===== config.mk =====
export PLATFORM = sky130hd
export DESIGN_NAME = adc_lane_tx
export DESIGN_NICKNAME = d
export VERILOG_FILES = /design/src/rtl/adc_lvds_pkg.sv /design/src/rtl/adc_bit_delay.sv /design/src/rtl/adc_lane_tx.sv
export SDC_FILE = /design/constraint.sdc
export NUM_CORES = 1
export LEC_CHECK = 0
export ABC_AREA = 0
export CAP_MARGIN = 10
export CORE_UTILIZATION = 44
export CTS_CLUSTER_DIAMETER = 100
export DETAILED_ROUTE_END_ITERATION = 10
export HOLD_SLACK_MARGIN = 0.1
export PLACE_DENSITY_LB_ADDON = 0.3
export SLEW_MARGIN = 20
export SYNTH_ARGS = -nofsm -noshare
export SYNTH_HDL_FRONTEND = slang
export SYNTH_SLANG_ARGS = --single-unit

===== constraint.sdc =====
create_clock -name DatClk -period 2.75 [get_ports DatClk]
set_clock_uncertainty 0.05 [all_clocks]
set_input_delay 0.4125 -clock DatClk [delete_from_list [all_inputs] [get_ports DatClk]]
set_output_delay 0.4125 -clock DatClk [all_outputs]
set_load 0.05 [all_outputs]

===== src/rtl/adc_lvds_pkg.sv =====
// ---------------------------------------------------------------------------
// adc_lvds_pkg
// Shared definitions for the LVDS ADC lane (transmit emulator, receive lane,
// frame aligner).
//   ADC_TRAIN_DEFAULT : default training word (low AdcBits are used)
//   adc_bits_legal()  : 1 when a sample width is supported (8/10/12/14)
//   frm_word()        : frame-clock pattern for one word, MSB-first;
//                       upper half of the word is 1, lower half is 0
//   delay_width()     : width of the injected bit-delay counter
// ---------------------------------------------------------------------------
package adc_lvds_pkg;

  localparam logic [15:0] ADC_TRAIN_DEFAULT = 16'h2A5A;

  function automatic bit adc_bits_legal(input int bits);
    return (bits == 8) || (bits == 10) || (bits == 12) || (bits == 14);
  endfunction

  // Bit i counted from the MSB is 1 for the first bits/2 bits of the word.
  function automatic logic [15:0] frm_word(input int bits);
    logic [15:0] f;
    f = '0;
    for (int i = 0; i < 16; i++) begin
      if ((i < bits) && (i >= bits / 2)) f[i] = 1'b1;
    end
    return f;
  endfunction

  function automatic int delay_width(input int bits);
    return $clog2(bits);
  endfunction

endpackage


===== src/rtl/adc_bit_delay.sv =====
// ---------------------------------------------------------------------------
// adc_bit_delay
// Variable bit delay for 2-bit/clock streams. Each lane carries a rise/fall
// bit pair per clock (rise = earlier bit). The lane keeps a shift history of
// past bits and picks the pair that lies i_delay bit-times in the past, so a
// delay change by one repeats a single bit instead of dropping one.
// Ports:
//   i_clk    clock, rising edge
//   i_srst   synchronous reset, active-high: history and outputs cleared
//   i_bits   per lane gi: {i_bits[2gi+1] rise, i_bits[2gi] fall}
//   i_delay  delay in bit-times (0 .. HistBits)
//   o_bits   delayed pairs, registered, same packing as i_bits
// ---------------------------------------------------------------------------
module adc_bit_delay
  import adc_lvds_pkg::*;
#(
  parameter int Lanes    = 2,
  parameter int HistBits = 28,
  parameter int DelayW   = 4
) (
  input  logic                 i_clk,
  input  logic                 i_srst,
  input  logic [2*Lanes-1:0]   i_bits,
  input  logic [DelayW-1:0]    i_delay,
  output logic [2*Lanes-1:0]   o_bits
);

  genvar gi;
  generate
    for (gi = 0; gi < Lanes; gi++) begin : g_lane
      logic [HistBits-1:0] r_hist;
      logic [1:0]          r_out;
      logic [HistBits+1:0] w_x;

      // w_x[0] is the newest (fall) bit, w_x[1] the rise bit of this clock,
      // w_x[j] the bit j bit-times older than the current fall bit.
      assign w_x = {r_hist, i_bits[2*gi+1], i_bits[2*gi]};

      always_ff @(posedge i_clk) begin
        if (i_srst) begin
          r_hist <= '0;
          r_out  <= '0;
        end else begin
          r_hist <= w_x[HistBits-1:0];
          r_out  <= 2'(w_x >> i_delay);
        end
      end

      assign o_bits[2*gi+1 -: 2] = r_out;
    end
  endgenerate

endmodule


===== src/rtl/adc_lane_tx.sv =====
// ---------------------------------------------------------------------------
// adc_lane_tx
// Transmit side of the LVDS ADC lane, used as an ADC emulator for loopback.
// Samples are serialised MSB-first, two bits per clock (rise/fall pair for an
// external ODDR), together with the frame-clock bits. Bit skew can be injected
// one bit at a time (inverse of receiver bitslip) and a training word can be
// substituted for the sample.
// Ports:
//   DatClk      bit-pair clock, rising edge
//   DatRst      synchronous reset, active-high
//   TxData      16-bit sample, low AdcBits transmitted
//   TxValid     TxData valid
//   TxReady     load beat; a word is taken on the edge where it is high
//   TxTrain     at load beat: send AdcTrain instead of TxData
//   TxSlip      pulse: add one bit-time of delay (wraps at AdcBits-1)
//   TxDelay     current injected delay in bit-times
//   TxUnderrun  load beat with neither TxValid nor TxTrain (zero word sent)
//   DatBitRise/DatBitFall, FrmBitRise/FrmBitFall  line bit pairs
// Latency: word taken at edge n -> MSB on DatBitRise after edge n+2 (delay 0).
// ---------------------------------------------------------------------------
module adc_lane_tx
  import adc_lvds_pkg::*;
#(
  parameter int          AdcBits   = 14,
  parameter bit          AdcInvert = 1'b0,
  parameter logic [15:0] AdcTrain  = ADC_TRAIN_DEFAULT
) (
  input  logic                       DatClk,
  input  logic                       DatRst,
  input  logic [15:0]                TxData,
  input  logic                       TxValid,
  output logic                       TxReady,
  input  logic                       TxTrain,
  input  logic                       TxSlip,
  output logic [$clog2(AdcBits)-1:0] TxDelay,
  output logic                       TxUnderrun,
  output logic                       DatBitRise,
  output logic                       DatBitFall,
  output logic                       FrmBitRise,
  output logic                       FrmBitFall
);

  localparam int                 Half      = AdcBits / 2;
  localparam int                 BeatW     = $clog2(Half);
  localparam int                 DelayW    = delay_width(AdcBits);
  localparam int                 HistBits  = 2 * AdcBits;
  localparam logic [15:0]        FrmFull   = frm_word(AdcBits);
  localparam logic [AdcBits-1:0] FrmWord   = FrmFull[AdcBits-1:0];
  localparam logic [AdcBits-1:0] TrainWord = AdcTrain[AdcBits-1:0];
  localparam logic [BeatW-1:0]   LastBeat  = BeatW'(Half - 1);
  localparam logic [DelayW-1:0]  MaxDelay  = DelayW'(AdcBits - 1);

  generate
    if (!adc_bits_legal(AdcBits)) begin : g_bad_bits
      $error("adc_lane_tx: AdcBits must be 8, 10, 12 or 14");
    end
  endgenerate

  logic [BeatW-1:0]   r_beat;
  logic [AdcBits-1:0] r_word;
  logic [3:0]         r_raw;      // {data rise, data fall, frame rise, frame fall}
  logic [DelayW-1:0]  r_delay;

  logic               w_load;
  logic [AdcBits-1:0] w_word_next;
  logic [AdcBits-1:0] w_dat_sh;
  logic [AdcBits-1:0] w_frm_sh;
  logic [1:0]         w_dat_pair;
  logic [1:0]         w_frm_pair;
  logic [3:0]         w_line;
  logic               w_unused_hi;

  // Only the low AdcBits of the sign-extended sample go on the line.
  assign w_unused_hi = ^TxData[15:AdcBits];

  // Reset gates the load beat so nothing is accepted while DatRst is high.
  assign w_load = (r_beat == LastBeat) && !DatRst;

  always_comb begin
    w_word_next = '0;
    if (TxTrain) begin
      w_word_next = TrainWord;
    end else if (TxValid) begin
      w_word_next = TxData[AdcBits-1:0];
    end
  end

  // Shift the current beat's pair to the top of the word, then take it.
  assign w_dat_sh   = r_word << {r_beat, 1'b0};
  assign w_frm_sh   = FrmWord << {r_beat, 1'b0};
  assign w_dat_pair = 2'(w_dat_sh >> (AdcBits - 2)) ^ {2{AdcInvert}};
  assign w_frm_pair = 2'(w_frm_sh >> (AdcBits - 2));

  always_ff @(posedge DatClk) begin
    if (DatRst) begin
      r_beat  <= LastBeat;
      r_word  <= '0;
      r_raw   <= '0;
      r_delay <= '0;
    end else begin
      r_beat <= (r_beat == LastBeat) ? '0 : r_beat + BeatW'(1);
      if (w_load) begin
        r_word <= w_word_next;
      end
      r_raw <= {w_dat_pair, w_frm_pair};
      if (TxSlip) begin
        r_delay <= (r_delay == MaxDelay) ? '0 : r_delay + DelayW'(1);
      end
    end
  end

  adc_bit_delay #(
    .Lanes    (2),
    .HistBits (HistBits),
    .DelayW   (DelayW)
  ) u_delay (
    .i_clk   (DatClk),
    .i_srst  (DatRst),
    .i_bits  (r_raw),
    .i_delay (r_delay),
    .o_bits  (w_line)
  );

  assign {DatBitRise, DatBitFall, FrmBitRise, FrmBitFall} = w_line;
  assign TxReady    = w_load;
  assign TxUnderrun = w_load && !TxValid && !TxTrain;
  assign TxDelay    = r_delay;

endmodule


* After elaboration in Yosys (flattened, before gate mapping) *
Cells that the tools add are included.

operators by class
  $add $sub $neg = 2
  eq/ne operators = 2
  shift operators = 4
  muxes and demuxes = 4
  reduce and logical (&&, ||, !) cells = 7

operators with widths
  kind                                               number
  >> shifter 30 x 4 -> 2 bit                         2
  2-to-1 mux 14 bit                                  2
  left shift 14 x 4 -> 14 bit                        1
  left shift 14 x 4 -> 14 bit, first input constant  1
  adder 4 x 1 -> 4 bit, second input constant        1
  equality test 4 bit, second input constant         1
  2-to-1 mux 4 bit                                   1
  adder 3 x 1 -> 3 bit, second input constant        1
  equality test 3 bit, second input constant         1
  logical AND 1 bit                                  3
  logical NOT 1 bit                                  3
  2-to-1 mux 3 bit                                   1
  OR reduction 2 bit                                 1

word-level totals
  flip-flop bits (word level) = 85
  input bits = 21
  logic and storage cells = 28

* Logic depth before layout (Yosys ltp) *
Gate-level depths: netlist of the first run.

  word-level depth = 4
  depth in mapped cells = 6
  mapped depth without buffers = 4

* Hierarchy *
A second synthesis of the first run with hierarchy kept.

unflattened totals
  cell total of the unflattened synthesis = 212
  area, all modules = 2,449.8 µm²

by module, submodules not included
  module         instances  cells an instance  area each (µm²)
  adc_bit_delay  1          117                1,437.6
  adc_lane_tx    1          95                 1,012.2

* Worst setup path before layout of the first run *
OpenSTA, ideal clock, no wires.

  path type = input to output
  from = input port DatRst
  to = output port TxUnderrun
  data arrival time = 2.279 ns
  required time = 2.288 ns
  path slack = 0.009 ns
  stages = 3
  path buffers = 2
  cells stage by stage = buf_2 buf_1 nor4_1

between the ends
  word-level cells in the longest chain between the ends = 4

ends and longest elaborated chain
  element                         line                RTL
  start, declared                 adc_lane_tx.sv:29   input logic DatRst,
  logical NOT 1 bit               adc_lane_tx.sv:77   assign w_load = (r_beat == LastBeat) && !DatRst;
  logical AND 1 bit               adc_lane_tx.sv:77
  logical AND 1 bit (2 in a row)  adc_lane_tx.sv:126  assign TxUnderrun = w_load && !TxValid && !TxTrain;
  end, declared                   adc_lane_tx.sv:36   output logic TxUnderrun,

No other way between the ends.

* Worst setup path in the final report of the first run *
  from = register r_beat[0]
  to = output port TxReady

between the ends
  word-level cells in the longest chain between the ends = 2

ends and longest elaborated chain
  element                 line                RTL
  start, declared         adc_lane_tx.sv:59   logic [BeatW-1:0] r_beat;
  start signal, assigned  adc_lane_tx.sv:96   r_beat <= LastBeat;
  start signal, assigned  adc_lane_tx.sv:101  r_beat <= (r_beat == LastBeat) ? '0 : r_beat + BeatW'(1);
  equality test 3 bit     adc_lane_tx.sv:77
  logical AND 1 bit       adc_lane_tx.sv:77
  end, declared           adc_lane_tx.sv:32   output logic TxReady,

No other way between the ends.

==> results.txt, run 1 <==
----------------------------------------------------
[Outcome]
  Result of the run ... completed

[Timing]
  Setup repair after global routing missed its margin ... no
  Measured slew at the worst slew-check pin ... 0.5484 ns
  Worst relative slew slack ... 63.44%
  Final number of max-transition violations ... 0
  Final Setup Violations ... 0
  Final Hold Vio Count ... 0
  Share of the cycle needed by the critical path after routing ... 88.05%
  Setup TNS ... 0 ns
  Setup slack of the critical path after layout ... 0.3285 ns
  Fmax ... 0.4130 GHz
  Post-layout min period ... 2.422 ns

[Logic synthesis]
  EDFF count, synth ... 0
  Most used standard cell by instance count after synthesis ... sky130_fd_sc_hd__dfxtp_1
  Number of nets produced by synthesis ... 236
  Flop and latch count out of synthesis ... 59
  Number of warnings reported in the yosys synthesis log ... 0
  Syn Std Cell Area ... 2430 um2
  Synth Flop Type ... sky130_fd_sc_hd__dfxtp_1
  Synth Area per Inst ... 11.35 um2
  Largest cells by area after synthesis ... sky130_fd_sc_hd__dfxtp_1, sky130_fd_sc_hd__nor2b_1, sky130_fd_sc_hd__mux4_2, sky130_fd_sc_hd__mux4_1, sky130_fd_sc_hd__a22o_1
  Post-Synthesis Cells ... 214
  Asr flop ratio synth ... 0%
  Area fraction of the dominant cell type after synthesis ... 48.61%
  Proportion of synthesized chip area in sequential cells ... 48.61%
  Commonest cells post-synth ... sky130_fd_sc_hd__dfxtp_1, sky130_fd_sc_hd__nor2b_1, sky130_fd_sc_hd__nor2_1
  Netlist cell types ... 39
  Library cell with the largest summed area after synthesis ... sky130_fd_sc_hd__dfxtp_1

[Global routing]
  Final global-route overflow total ... 0
  Number of global-route vias before repair ... 1608
  Initial antenna violation count ... 0
  Global-route wire length before repair ... 7.051 mm
  Pin count of the biggest net entering global routing ... 56
  Global-route total usage across every layer ... 15.72%

[Clock tree]
  Post-cts resize count ... 0
  Skew-Pair Late Insertion Delay ... 0.33 ns
  Clock tree from TritonCTS ... done
  Clock transition time at the flip-flop clock pins of the worst setup and hold paths ... 0.06 ns
  # Post-CTS Setup Buffers ... 0
  Maximum number of buffers from clock root to sink ... 2
  Number of buffers created by CTS ... 9
  H-tree Lvls ... 3
  # clock sinks ... 59
  Hold-fix buffers at CTS ... 0
  Clock root cell ... sky130_fd_sc_hd__clkbuf_8

[Setup path]
  Endpoint kind of the worst setup timing path ... output port
  Setup CP Type ... register to output port
  Data required, critical path ... 2.29 ns
  Register-to-register path setup slack ... 1.03 ns
  CP Data Arrival Time ... 1.96 ns
  Worst flop-to-flop path startpoint ... TxDelay[0]
  Launching instance or port of the critical path ... r_beat[0]
  Crit Reg-Reg Endpoint ... u_delay.g_lane[0].r_out[1]
  Startpoint type of the worst setup path ... register
  Path depth of the worst reg2reg path ... 4
  Worst Path Max Fanout ... 11

[Routing]
  Routed wire per std cell ... 13.02 um
  Initial DRT Pass Iterations ... 4
  Antenna Violating Nets Remaining ... 0
  Ratio of routed vias to standard cells ... 5.206
  Residual DRC count ... 0
  Number of design-rule violations left by the first detailed-router iteration ... 78
  Post-Route WL ... 4.101 mm
  Total vias in the final route ... 1640

[Worst hold path]
  Worst Hold End ... u_delay.g_lane[1].r_hist[9]
  Hold depth ... 1
  Path type of the worst min-delay path ... register to register
  Start point of the worst hold path ... u_delay.g_lane[1].r_hist[7]

[Finish]
  Fill cell total of the finished layout ... 462
  Sequential standard cell area ... 1181 um2
  Nets ... 263
  Multi-input gate area in the final layout ... 1131 um2
  Area growth syn-to-layout ... 20.29%
  N_diodes ... 0
  Fraction of final layout cells with drive strength greater than 1 ... 14.69%

[Die]
  Vert. Die Dim ... 76.31 um
  Die Footprint ... 5823 um2
  Core Area ... 5205 um2
  Number of I/O pins ... 31
  Core Rows ... 26
  Initial core utilization ... 46.68%
  Die outline width ... 76.31 um

[Run]
  Max capacitance violation total ... 0

[Placement]
  Total half-perimeter wirelength after legalization and detailed placement ... 2.727 mm
  Gpl congestion ... 0.6939
  # port buffers ... 28
  Worst slack at placement ... 0.6490 ns

[Power]
  Leak ... 1.066 nW
  Power, Total ... 2.124 mW
  Maximum VDD drop ... 0.4283 mV
  Power density over cell area ... 726.7 nW/um2

----------------------------------------------------
## critical path, stage by stage, from the launching register on
cell,delay (ns)
sky130_fd_sc_hd__dfxtp_1,0.45
sky130_fd_sc_hd__nand3b_1,0.25
sky130_fd_sc_hd__nor2_1,0.12
sky130_fd_sc_hd__clkdlybuf4s50_1,0.81
## worst max path at each step
stage                 end  depth (start not counted)  slack [ns]
6_report          TxReady                          3        0.33
5_1_grt           TxReady                          3        0.20
4_1_cts           TxReady                          3        0.29
3_5_place_dp      TxReady                          3        0.65
3_3_place_gp      TxReady                          3        0.65
2_1_floorplan  TxUnderrun                          3       0.009
## where the power goes
part	switching [mW]	leakage (nW)	internal, mW	total [mW]
clock network	0.314	0.0995	0.462	0.776
logic	0.187	0.487	0.173	0.359
registers	0.0603	0.480	0.928	0.989
## cells in the final DEF, fill, tap and decap left out, drive strengths merged, types with 3 or more instances in the layout
| cell | netlist | routed |
|---|---|---|
| a22o | 7 | 7 |
| buf | 13 | 7 |
| nor3b | 3 | 3 |
| nor2 | 13 | 13 |
| nor2b | 32 | 32 |
| a211oi | 8 | 8 |
| dfxtp | 59 | 59 |
| a21oi | 4 | 4 |
| nand2 | 9 | 9 |
| mux2i | 5 | 5 |
| clkbuf | 4 | 13 |
| mux2 | 3 | 3 |
| o21ai | 4 | 4 |
| nor3 | 9 | 9 |
| inv | 5 | 5 |
| a22oi | 4 | 4 |
| o221ai | 4 | 4 |
| mux4 | 13 | 13 |
| clkdlybuf4s50 | 0 | 26 |
| nand3b | 3 | 3 |
## cells by family after synthesis
| kind of cell | Yosys count | synth area share (%) |
|---|---|---|
| and+or+nand+nor | 75 | 18.23 |
| DFF | 59 | 48.61 |
| AOI/OAI and AO/OA | 35 | 11.17 |
| buffers and inverters | 22 | 4.840 |
| muxes | 21 | 16.27 |
| xor gates and xnor gates | 1 | 0.3605 |
| adders and majority gates | 1 | 0.5149 |
## per-stage QoR
step	util, %	std cells	hold slack, ns	area (um2)
global placement	52.43	300	0.3932	2729
detailed placement	52.43	300	0.4007	2729
finish	56.15	315	0.4102	2923
global route	56.15	315	0.4286	2923
floorplan	-	214	0.3821	2430
CTS	56.15	315	0.4126	2923
## layout make-up
class	instances	area share, %
flip-flops and latches	59	40.41
multi-input cells	133	38.70
repair buffers	33	10.62
clock buffers	13	5.437
well taps	70	2.997
clock inverters	2	1.199
inverters	5	0.6421
## routing by layer
layer | wire length, um | global-route usage, %
met1 | 1925 | 18.00
met2 | 1934 | 25.68
met3 | 156 | 5.389
met4 | 85 | 8.654
met5 | 0 | 0
## registers in the layout, indices dropped and copies added (netlist names)
register	flops
u_delay.g_lane.r_hist	30
r_word	14
TxDelay	4
r_raw	4
u_delay.g_lane.r_out	4
r_beat	3
(Power assumes the default switching activity.)
==> run 2: changes to the inputs <==
CTS_BUF_LIST = sky130_fd_sc_hd__clkbuf_8   (was default)
==> results.txt, run 2 (synthesis results as in run 1) <==
----------------------------------------------------
[Outcome]
  Result of the run ... completed

[Placement]
  # port buffers ... 28 (unchanged)
  Gpl congestion ... 0.6939 (unchanged)
  Worst slack at placement ... 0.6490 ns (unchanged)
  Total half-perimeter wirelength after legalization and detailed placement ... 2.727 mm (unchanged)

[Clock tree]
  # clock sinks ... 59 (unchanged)
  Hold-fix buffers at CTS ... 0 (unchanged)
  H-tree Lvls ... 3 (unchanged)
  Clock tree from TritonCTS ... done
  Maximum number of buffers from clock root to sink ... 2 (unchanged)
  Clock transition time at the flip-flop clock pins of the worst setup and hold paths ... 0.06 ns (about the same)
  Skew-Pair Late Insertion Delay ... 0.33 ns (about the same)
  Post-cts resize count ... 0 (unchanged)
  Clock root cell ... sky130_fd_sc_hd__clkbuf_8
  Number of buffers created by CTS ... 9 (unchanged)
  # Post-CTS Setup Buffers ... 0 (unchanged)

[Global routing]
  Global-route wire length before repair ... 7.051 mm (unchanged)
  Number of global-route vias before repair ... 1608 (unchanged)
  Global-route total usage across every layer ... 15.72% (unchanged)
  Pin count of the biggest net entering global routing ... 56 (unchanged)
  Final global-route overflow total ... 0 (unchanged)
  Initial antenna violation count ... 0 (unchanged)

[Finish]
  Number of flip-flops under the largest register name ... 30 (unchanged)
  Fraction of final layout cells with drive strength greater than 1 ... 14.69% (unchanged)
  Nets ... 263 (unchanged)
  Area growth syn-to-layout ... 20.29% (unchanged)
  Fill cell total of the finished layout ... 462 (unchanged)
  Top register by number of flip-flops ... u_delay.g_lane.r_hist
  Leading cell types in the layout, fill and taps excluded ... sky130_fd_sc_hd__dfxtp_1, sky130_fd_sc_hd__nor2b_1, sky130_fd_sc_hd__clkdlybuf4s50_1
  Commonest non-fill, non-tap cell in the layout ... sky130_fd_sc_hd__dfxtp_1
  Biggest regs ... u_delay.g_lane.r_hist x30, r_word x14
  Utilization of the core after routing ... 56.15% (unchanged)
  N_diodes ... 0 (unchanged)

[Timing]
  Share of the cycle needed by the critical path after routing ... 88.07% (about the same)
  Final number of max-transition violations ... 0 (unchanged)
  Setup slack of the critical path after layout ... 0.3281 ns (-0.0003610 ns)
  Final Hold Vio Count ... 0 (unchanged)
  Setup repair after global routing missed its margin ... no
  Fmax ... 0.4129 GHz (about the same)
  Post-layout min period ... 2.422 ns (+0.0003610 ns)
  Worst relative slew slack ... 63.44% (about the same)
  Measured slew at the worst slew-check pin ... 0.5484 ns (+0.00003296 ns)
  Setup TNS ... 0 ns (unchanged)
  Final Setup Violations ... 0 (unchanged)

[Routing]
  Metal2 WL ... 1.935 mm (about the same)
  Highest routed layer ... met4
  Residual DRC count ... 0 (unchanged)
  Initial DRT Pass Iterations ... 4 (unchanged)
  Length of routed wiring on met1 ... 1.926 mm (about the same)
  Number of design-rule violations left by the first detailed-router iteration ... 74 (-5.1%)
  Post-Route WL ... 4.102 mm (about the same)
  Met3 routed wirelength ... 156 um (unchanged)
  Routed wire per std cell ... 13.02 um (about the same)
  Total vias in the final route ... 1640 (unchanged)
  Ratio of routed vias to standard cells ... 5.206 (unchanged)
  Antenna Violating Nets Remaining ... 0 (unchanged)

[Power]
  Maximum VDD drop ... 0.4294 mV (+0.26%)
  Leak ... 1.074 nW (+0.78%)
  Power, Total ... 2.117 mW (-0.32%)
  Power density over cell area ... 724.3 nW/um2 (-0.32%)

[Run]
  Max capacitance violation total ... 0 (unchanged)

[Setup path]
  Launching instance or port of the critical path ... r_beat[0]
  Endpoint kind of the worst setup timing path ... output port
  Standard cell with the maximum stage delay on the critical path ... sky130_fd_sc_hd__clkdlybuf4s50_1
  Worst flop-to-flop path startpoint ... TxDelay[0]
  Largest stage delay on the critical path ... 0.81 ns (about the same)
  Register-to-register path setup slack ... 1.03 ns (about the same)
  Setup CP Type ... register to output port
  Data required, critical path ... 2.29 ns (about the same)
  CP Data Arrival Time ... 1.96 ns (about the same)
  Worst Path Max Fanout ... 11 (unchanged)
  Chain of cells forming the critical path ... nand3b_1, nor2_1, clkdlybuf4s50_1
  Startpoint type of the worst setup path ... register

[Die]
  Number of I/O pins ... 31 (unchanged)
  Core Rows ... 26 (unchanged)
  Core Area ... 5205 um2 (unchanged)
  Die Footprint ... 5823 um2 (unchanged)
  Die outline width ... 76.31 um (unchanged)
  Initial core utilization ... 46.68% (unchanged)
  Vert. Die Dim ... 76.31 um (unchanged)

[Worst hold path]
  Start point of the worst hold path ... u_delay.g_lane[1].r_hist[7]
  Path type of the worst min-delay path ... register to register

----------------------------------------------------
-- run 2: layer usage --
metal	track usage, %	up-vias
met4	8.654	0
met2	25.68	31
li1	-	829
met3	5.389	9
met5	0	-
met1	18.00	771
-- run 2: cell type report --
| cell class | count | area (um2) | share of cell area [%] |
|---|---|---|---|
| flip-flops and latches | 59 | 1181 | 40.41 |
| repair buffers | 33 | 310.3 | 10.62 |
| clock buffers | 11 | 151.4 | 5.180 |
| clock inverters | 4 | 42.54 | 1.455 |
| inverters | 5 | 18.77 | 0.6421 |
| multi-input cells | 133 | 1131 | 38.70 |
| well taps | 70 | 87.58 | 2.997 |
-- run 2: worst paths after layout --
check	to	cells after the start
setup / recovery	TxReady	3
hold / removal	u_delay.g_lane[1].r_hist[9]	1
setup reg to reg	u_delay.g_lane[0].r_out[1]	4
hold reg to reg	u_delay.g_lane[1].r_hist[9]	1
-- run 2: worst max-delay path, delay by kind of cell, from the launching register on --
| family | cells | cell delay (ns) |
|---|---|---|
| buf+inv | 1 | 0.81 |
| flops | 1 | 0.45 |
| simple gates | 2 | 0.37 |
-- run 2: power breakdown --
group	internal (mW)	switching [mW]
Sequential	0.928	0.0604
Combinational	0.173	0.187
Clock	0.455	0.315
-- run 2: stage by stage --
step	instance area, um2	hold slack [ns]	instances
after global placement	2729	0.3932	300
after global routing	2923	0.4286	315
after floorplan	2430	0.3821	214
after CTS	2923	0.4126	315
after detailed placement	2729	0.4007	300
final	2923	0.4102	315
==> run 3: changes to the inputs <==
==> constraint.sdc (replaced) <==
create_clock -name DatClk -period 2.45 [get_ports DatClk]
set_clock_uncertainty 0.05 [all_clocks]
set_input_delay 0.49 -clock DatClk [delete_from_list [all_inputs] [get_ports DatClk]]
set_output_delay 0.49 -clock DatClk [all_outputs]
set_load 0.05 [all_outputs]
==> results.txt, run 3 (synthesis results as in run 1) <==
----------------------------------------------------
[Routing]
  Total vias in the final route ... 1681 (+2.5%)
  Initial DRT Pass Iterations ... 4 (unchanged)
  Routed wire per std cell ... 13.38 um (+2.8%)
  Ratio of routed vias to standard cells ... 5.237 (+0.58%)
  Residual DRC count ... 0 (unchanged)
  Post-Route WL ... 4.296 mm (+4.7%)
  Antenna Violating Nets Remaining ... 0 (unchanged)
  Number of design-rule violations left by the first detailed-router iteration ... 135 (+82%)

[Outcome]
  Result of the run ... completed

[Power]
  P_int ... 1.812 mW (+16%)
  Reg power frac ... 44.4% (-2.3 points)
  Share of power burned in the clock network ... 38.5% (+2.2 points)
  Power density over cell area ... 827.8 nW/um2 (+14%)
  Switching power total ... 0.6665 mW (+19%)
  Switching fraction of total power ... 26.89% (+0.36 points)
  Part of the power in combinational logic ... 17.1% (about the same)
  Maximum VDD drop ... 0.4519 mV (+5.2%)
  Leak ... 1.101 nW (+2.5%)

[Clock tree]
  # clock sinks ... 59 (unchanged)
  # Post-CTS Setup Buffers ... 0 (unchanged)
  Post-cts resize count ... 0 (unchanged)
  H-tree Lvls ... 3 (unchanged)
  Maximum number of buffers from clock root to sink ... 2 (unchanged)
  Clock tree from TritonCTS ... done
  Clock transition time at the flip-flop clock pins of the worst setup and hold paths ... 0.07 ns (about the same)
  Skew-Pair Late Insertion Delay ... 0.34 ns (about the same)
  Number of buffers created by CTS ... 9 (unchanged)
  Hold-fix buffers at CTS ... 0 (unchanged)
  Clock root cell ... sky130_fd_sc_hd__clkbuf_8

[Setup path]
  Worst Path Max Fanout ... 9 (-2)
  Chain of cells forming the critical path ... clkdlybuf4s50_1
  Startpoint type of the worst setup path ... register
  Setup CP Type ... register to output port
  Endpoint kind of the worst setup timing path ... output port
  Largest stage delay on the critical path ... 0.86 ns (+0.05 ns)
  Register-to-register path setup slack ... 0.67 ns (-0.36 ns)
  Critical path buffer and inverter count ... 1 (unchanged)
  Standard cell with the maximum stage delay on the critical path ... sky130_fd_sc_hd__clkdlybuf4s50_1
  CP Data Arrival Time ... 1.69 ns (-0.27 ns)
  Dominant delay contributor by cell family on the critical path ... buffers and inverters
  Data required, critical path ... 1.91 ns (-0.38 ns)

[Finish]
  Commonest non-fill, non-tap cell in the layout ... sky130_fd_sc_hd__dfxtp_1
  N_diodes ... 0 (unchanged)
  Biggest regs ... u_delay.g_lane.r_hist x30, r_word x14
  Fraction of final layout cells with drive strength greater than 1 ... 19.12% (+4.4 points)
  Fill cell total of the finished layout ... 466 (+0.87%)
  Sequential standard cell area ... 1181 um2 (unchanged)
  Multi-input gate area in the final layout ... 1137 um2 (+0.55%)
  Number of flip-flops under the largest register name ... 30 (unchanged)
  Area growth syn-to-layout ... 23.22%
  Nets ... 268 (+1.9%)
  Top register by number of flip-flops ... u_delay.g_lane.r_hist
  Leading cell types in the layout, fill and taps excluded ... sky130_fd_sc_hd__dfxtp_1, sky130_fd_sc_hd__nor2b_1, sky130_fd_sc_hd__clkdlybuf4s50_1

[Timing]
  Final Hold Vio Count ... 0 (unchanged)
  Measured slew at the worst slew-check pin ... 0.5472 ns (-0.001248 ns)
  Final Setup Violations ... 0 (unchanged)
  Setup repair after global routing missed its margin ... no
  Final number of max-transition violations ... 0 (unchanged)
  Worst relative slew slack ... 63.44% (about the same)
  Fmax ... 0.4487 GHz
  Share of the cycle needed by the critical path after routing ... 90.98%
  Setup TNS ... 0 ns (unchanged)
  Setup slack of the critical path after layout ... 0.2211 ns (-0.1070 ns)
  Post-layout min period ... 2.229 ns

[Die]
  Die outline width ... 76.31 um (unchanged)
  Die Footprint ... 5823 um2 (unchanged)
  Core Rows ... 26 (unchanged)
  Initial core utilization ... 46.68% (unchanged)
  Number of I/O pins ... 31 (unchanged)
  Vert. Die Dim ... 76.31 um (unchanged)
  Core Area ... 5205 um2 (unchanged)

[Global routing]
  Global-route total usage across every layer ... 17.16% (+1.4 points)
  Number of global-route vias before repair ... 1686 (+4.9%)
  Pin count of the biggest net entering global routing ... 21 (-63%)
  Initial antenna violation count ... 0 (unchanged)
  Final global-route overflow total ... 0 (unchanged)
  Global-route wire length before repair ... 7.679 mm (+8.9%)

[Placement]
  # port buffers ... 28 (unchanged)
  Total half-perimeter wirelength after legalization and detailed placement ... 2.999 mm (+10%)
  Gpl congestion ... 0.6953 (+0.20%)
  Worst slack at placement ... 0.4103 ns (-0.2387 ns)

[Worst hold path]
  Path type of the worst min-delay path ... register to register

[Run]
  Max capacitance violation total ... 0 (unchanged)

----------------------------------------------------
run 3: through the flow:
step	power, mW	cells	util (%)	cell area (um2)	hold WS [ns]
2_1_floorplan	1.431	214	-	2436	0.3821
3_3_place_gp	1.543	305	53.37	2778	0.3899
3_5_place_dp	1.553	305	53.37	2778	0.4035
4_1_cts	2.506	321	57.52	2994	0.4160
5_1_grt	2.612	321	57.52	2994	0.4368
6_report	2.478	321	57.52	2994	0.4168
run 3: layer usage:
| layer | up-vias | global-route usage (%) | part of all wire, % |
|---|---|---|---|
| met3 | 9 | 6.108 | 4.6 |
| met4 | 0 | 8.077 | 2.0 |
| met5 | - | 0 | 0 |
| met1 | 795 | 20.83 | 44 |
| li1 | 839 | - | - |
| met2 | 38 | 27.12 | 49 |
run 3: power by group through the flow:
stage / Combinational, mW / Sequential [mW] / Clock, mW
after global placement: 0.422 / 1.12 / 0
after detailed placement: 0.430 / 1.12 / 0
after global routing: 0.473 / 1.11 / 1.03
after CTS: 0.431 / 1.10 / 0.973
final: 0.424 / 1.10 / 0.953
after floorplan: 0.304 / 1.13 / 0
run 3: path summary, 6_finish.rpt:
check                          startpoint                      endpoint  cells after the start
max                            TxDelay[3]                    TxDelay[3]                      1
min          u_delay.g_lane[1].r_hist[11]  u_delay.g_lane[1].r_hist[13]                      1
max reg2reg                     r_beat[1]                     r_word[5]                      4
min reg2reg  u_delay.g_lane[1].r_hist[11]  u_delay.g_lane[1].r_hist[13]                      1
run 3: layout make-up:
type / instances / area share, %
timing repair buffer: 38 / 11.78
multi-input combinational: 133 / 37.99
clock inverter: 7 / 3.092
inverter: 5 / 0.6268
sequential: 59 / 39.45
tap: 70 / 2.925
clock buffer: 9 / 4.137
run 3: worst register-to-register path, cell delays in order (launching register included):
cell and delay [ns]:
sky130_fd_sc_hd__dfxtp_1 0.51, sky130_fd_sc_hd__nand3b_1 0.30, sky130_fd_sc_hd__buf_4 0.25, sky130_fd_sc_hd__nor4b_4 0.40, sky130_fd_sc_hd__a22o_1 0.22
==> RTL edit 1: new RTL, config.mk and constraints of run 3 <==
`AdcBits`: 14 -> 10.
--- a/src/rtl/adc_lane_tx.sv
+++ b/src/rtl/adc_lane_tx.sv
@@ -22,5 +22,5 @@
   import adc_lvds_pkg::*;
 #(
-  parameter int          AdcBits   = 14,
+  parameter int          AdcBits   = 10,
   parameter bit          AdcInvert = 1'b0,
   parameter logic [15:0] AdcTrain  = ADC_TRAIN_DEFAULT
Check against the original RTL: not equivalent (a bounded check fails within 4 cycles, from zero or initial values and one cycle with DatRst high).
==> RTL edit 1 against run 3 <==
- sequential share of layout area rose by 1.9 points
- worst setup slack worse by 0.017 ns
- design area decreased by 11%
- routed wire length fell by 7.7%
- die area down 6.4%
- final cell count fell by 12%
- area after synthesis fell by 6.5%
- hold slack got worse by 0.013 ns
- total power decreased by 32%
- sequential cell count is 4 lower
- largest cell class unchanged
- largest power group unchanged
==> RTL edit 1: results (changes against run 3) <==
- Total Nets Final: 242 (was 268)
- Maximum vdd ir drop: 397 µV (was 452 µV)
- Xor-xnor portion of the synthesized cell area: 0.771% (was 0.360%)
- First-pass GRT wire length: 6.71 mm (was 7.68 mm)
- Distinct cells, synth: 35 (was 39)
- Fillcell total: 426 (was 466)
- Reg clk slew, reported paths: 0.09 ns (was 0.07 ns)
- Leakage: 0.00102 µW (was 0.00110 µW)
- Post-synthesis mux area share: 19.9% (was 16.3%)
- Reg2reg start: r_beat[0] (was r_beat[1])
- Status: complete, no violations (unchanged)
- Crit Reg-Reg Endpoint: r_word[8] (was r_word[5])
- Biggest regs: u_delay.g_lane.r_hist (30), r_word (10) (was u_delay.g_lane.r_hist (30), r_word (14))
- Compound-Gate Fraction of Synth Area: 8.26% (was 11.2%)
- IO buf count: 24 (was 28)
- Fraction of layout cells with a size suffix above 1: 12.9% (was 19.1%)
- Maximum clock rate: 0.445 GHz (was 0.449 GHz)
- Vias: 1484 (was 1681)
- WL/cell: 14.0 µm (was 13.4 µm)
- Post-Place Worst Slack: 0.310 ns (was 0.410 ns)
- Register area share after synthesis: 48.5% (was 48.6%)
- Syn_area_per_cell: 11.8 µm² (was 11.4 µm²)
- Routability cong.: 0.753 (was 0.695)
- Met3 Track Usage GR: 4.12% (was 6.11%)
- Min-Delay Path Depth: 2 (was 1)
- Initial drt markers: 38 (was 135)
- Top cells by area, synth: dfxtp_1, nor2b_1, mux4_1 (was dfxtp_1, nor2b_1, mux4_2)
[RTL edit 1: final cells by class]
cell class | count | area share, %
sequential | 55 | 41.4
multi-input combinational | 120 | 40.3
timing repair buffer | 32 | 11.9
tap | 67 | 3.15
clock buffer | 5 | 2.59
inverter | 4 | 0.564
clock inverter | 1 | 0.141
[RTL edit 1: per-layer routing]
layer / vias up / routed length, µm
li1: 739 / -
met1: 707 / 1890
met2: 31 / 1880
met3: 7 / 127
met4: 0 / 70
met5: - / 0
[RTL edit 1: logic make-up after synthesis]
| family | Yosys count |
|---|---|
| xor gates and xnor gates | 2 |
| AOI/OAI and AO/OA | 31 |
| DFF | 55 |
| buffers and inverters | 17 |
| adders and majority gates | 3 |
| muxes | 21 |
| and+or+nand+nor | 63 |
[RTL edit 1: where the power goes]
group | internal, µW | switching [µW]
logic | 127 | 117
clock network | 187 | 264
registers | 939 | 47.6
==> RTL edit 2: new RTL, flow settings as in run 3 <==
Made on the original files. Put a register stage on the output `TxUnderrun`, with the module's reset. The value now appears one clock later. The other outputs are not delayed to match.
--- a/src/rtl/adc_lane_tx.sv
+++ b/src/rtl/adc_lane_tx.sv
@@ -124,5 +124,11 @@
   assign {DatBitRise, DatBitFall, FrmBitRise, FrmBitFall} = w_line;
   assign TxReady    = w_load;
-  assign TxUnderrun = w_load && !TxValid && !TxTrain;
+  always_ff @(posedge DatClk) begin
+    if (DatRst) begin
+      TxUnderrun <= '0;
+    end else begin
+      TxUnderrun <= w_load && !TxValid && !TxTrain;
+    end
+  end
   assign TxDelay    = r_delay;
 
Behaviour: not the same (Yosys sat finds a counterexample within 4 cycles, from zero or initial values and one cycle with DatRst high).
==> RTL edit 2 against run 3 <==
- sequential share of layout area grew 0.62 points
- hold slack lost 0.0050 ns
- total power grew 4.1%
- count of clock-buffer cells in the layout grew 1
- synthesized cell count shrank 0.47%
- routed wire length shrank 4.7%
- worst setup slack gained 0.044 ns
- sequential cell count grew 1
- critical path depth is the same
- design area grew 0.13%
- area after synthesis grew 0.62%
- non-clock buffer count shrank 2
- global-route usage shrank 1.6 points
- critical path type unchanged
- critical endpoint unchanged
- largest cell class unchanged
==> RTL edit 2: results (changes against run 3) <==
- Clk_lat worst skew: 0.33 ns
- Status: complete, no violations (unchanged)
- Fillcell total: 461 (was 466)
- Reg clk slew, reported paths: 0.06 ns
- Non-filler cells, final: 317 (was 321)
- Xor-xnor portion of the synthesized cell area: 0.358% (was 0.360%)
- H-Tree Depth: 3 (unchanged)
- Biggest regs: u_delay.g_lane.r_hist (30), r_word (14) (unchanged)
- Maximum vdd ir drop: 447 µV (was 452 µV)
- Vias: 1660 (was 1681)
- Distinct cells, synth: 38 (was 39)
- Compound-Gate Fraction of Synth Area: 10.9% (was 11.2%)
- Most frequent cells after synthesis: dfxtp_1, nor2b_1, nor2_1 (unchanged)
- Arr. time, crit path: 1.64 ns (was 1.69 ns)
- Placed Cells: 302 (was 305)
- CTS buffer count: 9 (unchanged)
- Diodes inserted: 0 (unchanged)
- Post-synthesis mux area share: 16.2% (was 16.3%)
- Slowest stage delay, CP: 0.85 ns
- IO buf count: 28 (unchanged)
- Adder-Cell Fraction of Synth Area: 0.512% (was 0.515%)
- Top FF cell, synth: dfxtp_1 (unchanged)
- Leakage: 0.00111 µW (was 0.00110 µW)
- Hold_buf cts: 0 (unchanged)
- Syn_area_per_cell: 11.5 µm² (was 11.4 µm²)
- Fraction of layout cells with a size suffix above 1: 17.4% (was 19.1%)
- Total Wirelength: 4.09 mm (was 4.30 mm)
- Synth Warn #: 0 (unchanged)
- Register area share after synthesis: 49.1% (was 48.6%)
- Vias in the first global route: 1546 (was 1686)
- Worst-path fanout max: 9 (unchanged)
- First-pass GRT wire length: 6.94 mm (was 7.68 mm)
- Async set-reset flop share out of synthesis: 0% (unchanged)
- Total Nets Final: 265 (was 268)
- Post-Place Worst Slack: 0.573 ns (was 0.410 ns)
- CTS Buffer Depth: 2 (unchanged)
- Synth Net Count: 235 (was 236)
- Initial drt markers: 52 (was 135)
- Clock Tree Root: clkbuf_8 (unchanged)
- Aggregate global-route resource usage: 15.6% (was 17.2%)
- Largest net degree at the start of global routing: 40 (was 21)
- Least-Margin Pin Slew: 0.644 ns (was 0.547 ns)
- CP top delay family: buffers and inverters (unchanged)
- Top cells by area, synth: dfxtp_1, mux4_2, nor2b_1 (was dfxtp_1, nor2b_1, mux4_2)
- Resized Gates After CTS: 0 (unchanged)
- Initial antenna violation count: 0 (unchanged)
- Routability cong.: 0.700 (was 0.695)
- DP HPWL: 2.83 mm (was 3.00 mm)
- Post-CTS setup buffers: 0 (unchanged)
- Crit-path slowest cell: clkdlybuf4s50_1 (unchanged)
- Worst Hold Class: reg2reg (unchanged)
- Router iterations before antenna repair: 5 (was 4)
RTL edit 2: final cells by class:
type | count | area, µm² | area share (%)
inverters | 5 | 18.8 | 0.626
flip-flops and latches | 60 | 1200 | 40.1
repair buffers | 36 | 328 | 10.9
well taps | 70 | 87.6 | 2.92
clock buffers | 10 | 138 | 4.59
multi-input cells | 131 | 1120 | 37.5
clock inverters | 5 | 100 | 3.34
RTL edit 2: worst paths after layout:
kind                               start                          end  slack, ns  depth (start not counted)
max reg2reg                   TxDelay[0]   u_delay.g_lane[1].r_out[1]       0.58                          3
min reg2reg  u_delay.g_lane[1].r_hist[7]  u_delay.g_lane[1].r_hist[9]       0.41                          1
min          u_delay.g_lane[1].r_hist[7]  u_delay.g_lane[1].r_hist[9]       0.41                          1
max                           TxDelay[3]                   TxDelay[3]       0.27                          1
RTL edit 2: cell families (layout without fill, tap and decap cells):
family                     after synthesis  count (layout)
DFF                                     60              60
muxes                                   20              20
xor gates and xnor gates                 1               1
and+or+nand+nor                         75              75
buffers and inverters                   22              56
adders and majority gates                1               1
AOI/OAI and AO/OA                       34              34
RTL edit 2: metrics by stage:
stage / power (µW) / instance area, µm²
2_1_floorplan: 1440 / 2440
3_3_place_gp: 1540 / 2760
3_5_place_dp: 1550 / 2760
4_1_cts: 2610 / 3000
5_1_grt: 2710 / 3000
6_report: 2580 / 3000
RTL edit 2: metal layers:
layer | global-route usage, % | vias up | wire (µm)
met1 | 17.1 | 794 | 1830
met5 | 0 | - | 0
met4 | 8.08 | 0 | 48
met3 | 6.59 | 4 | 190
met2 | 25.6 | 36 | 2030
li1 | - | 826 | -
RTL edit 2: report_power, final:
part / switching (µW) / internal, µW
registers: 66.7 / 1060
clock network: 360 / 694
logic: 206 / 197
total: 633 / 1950
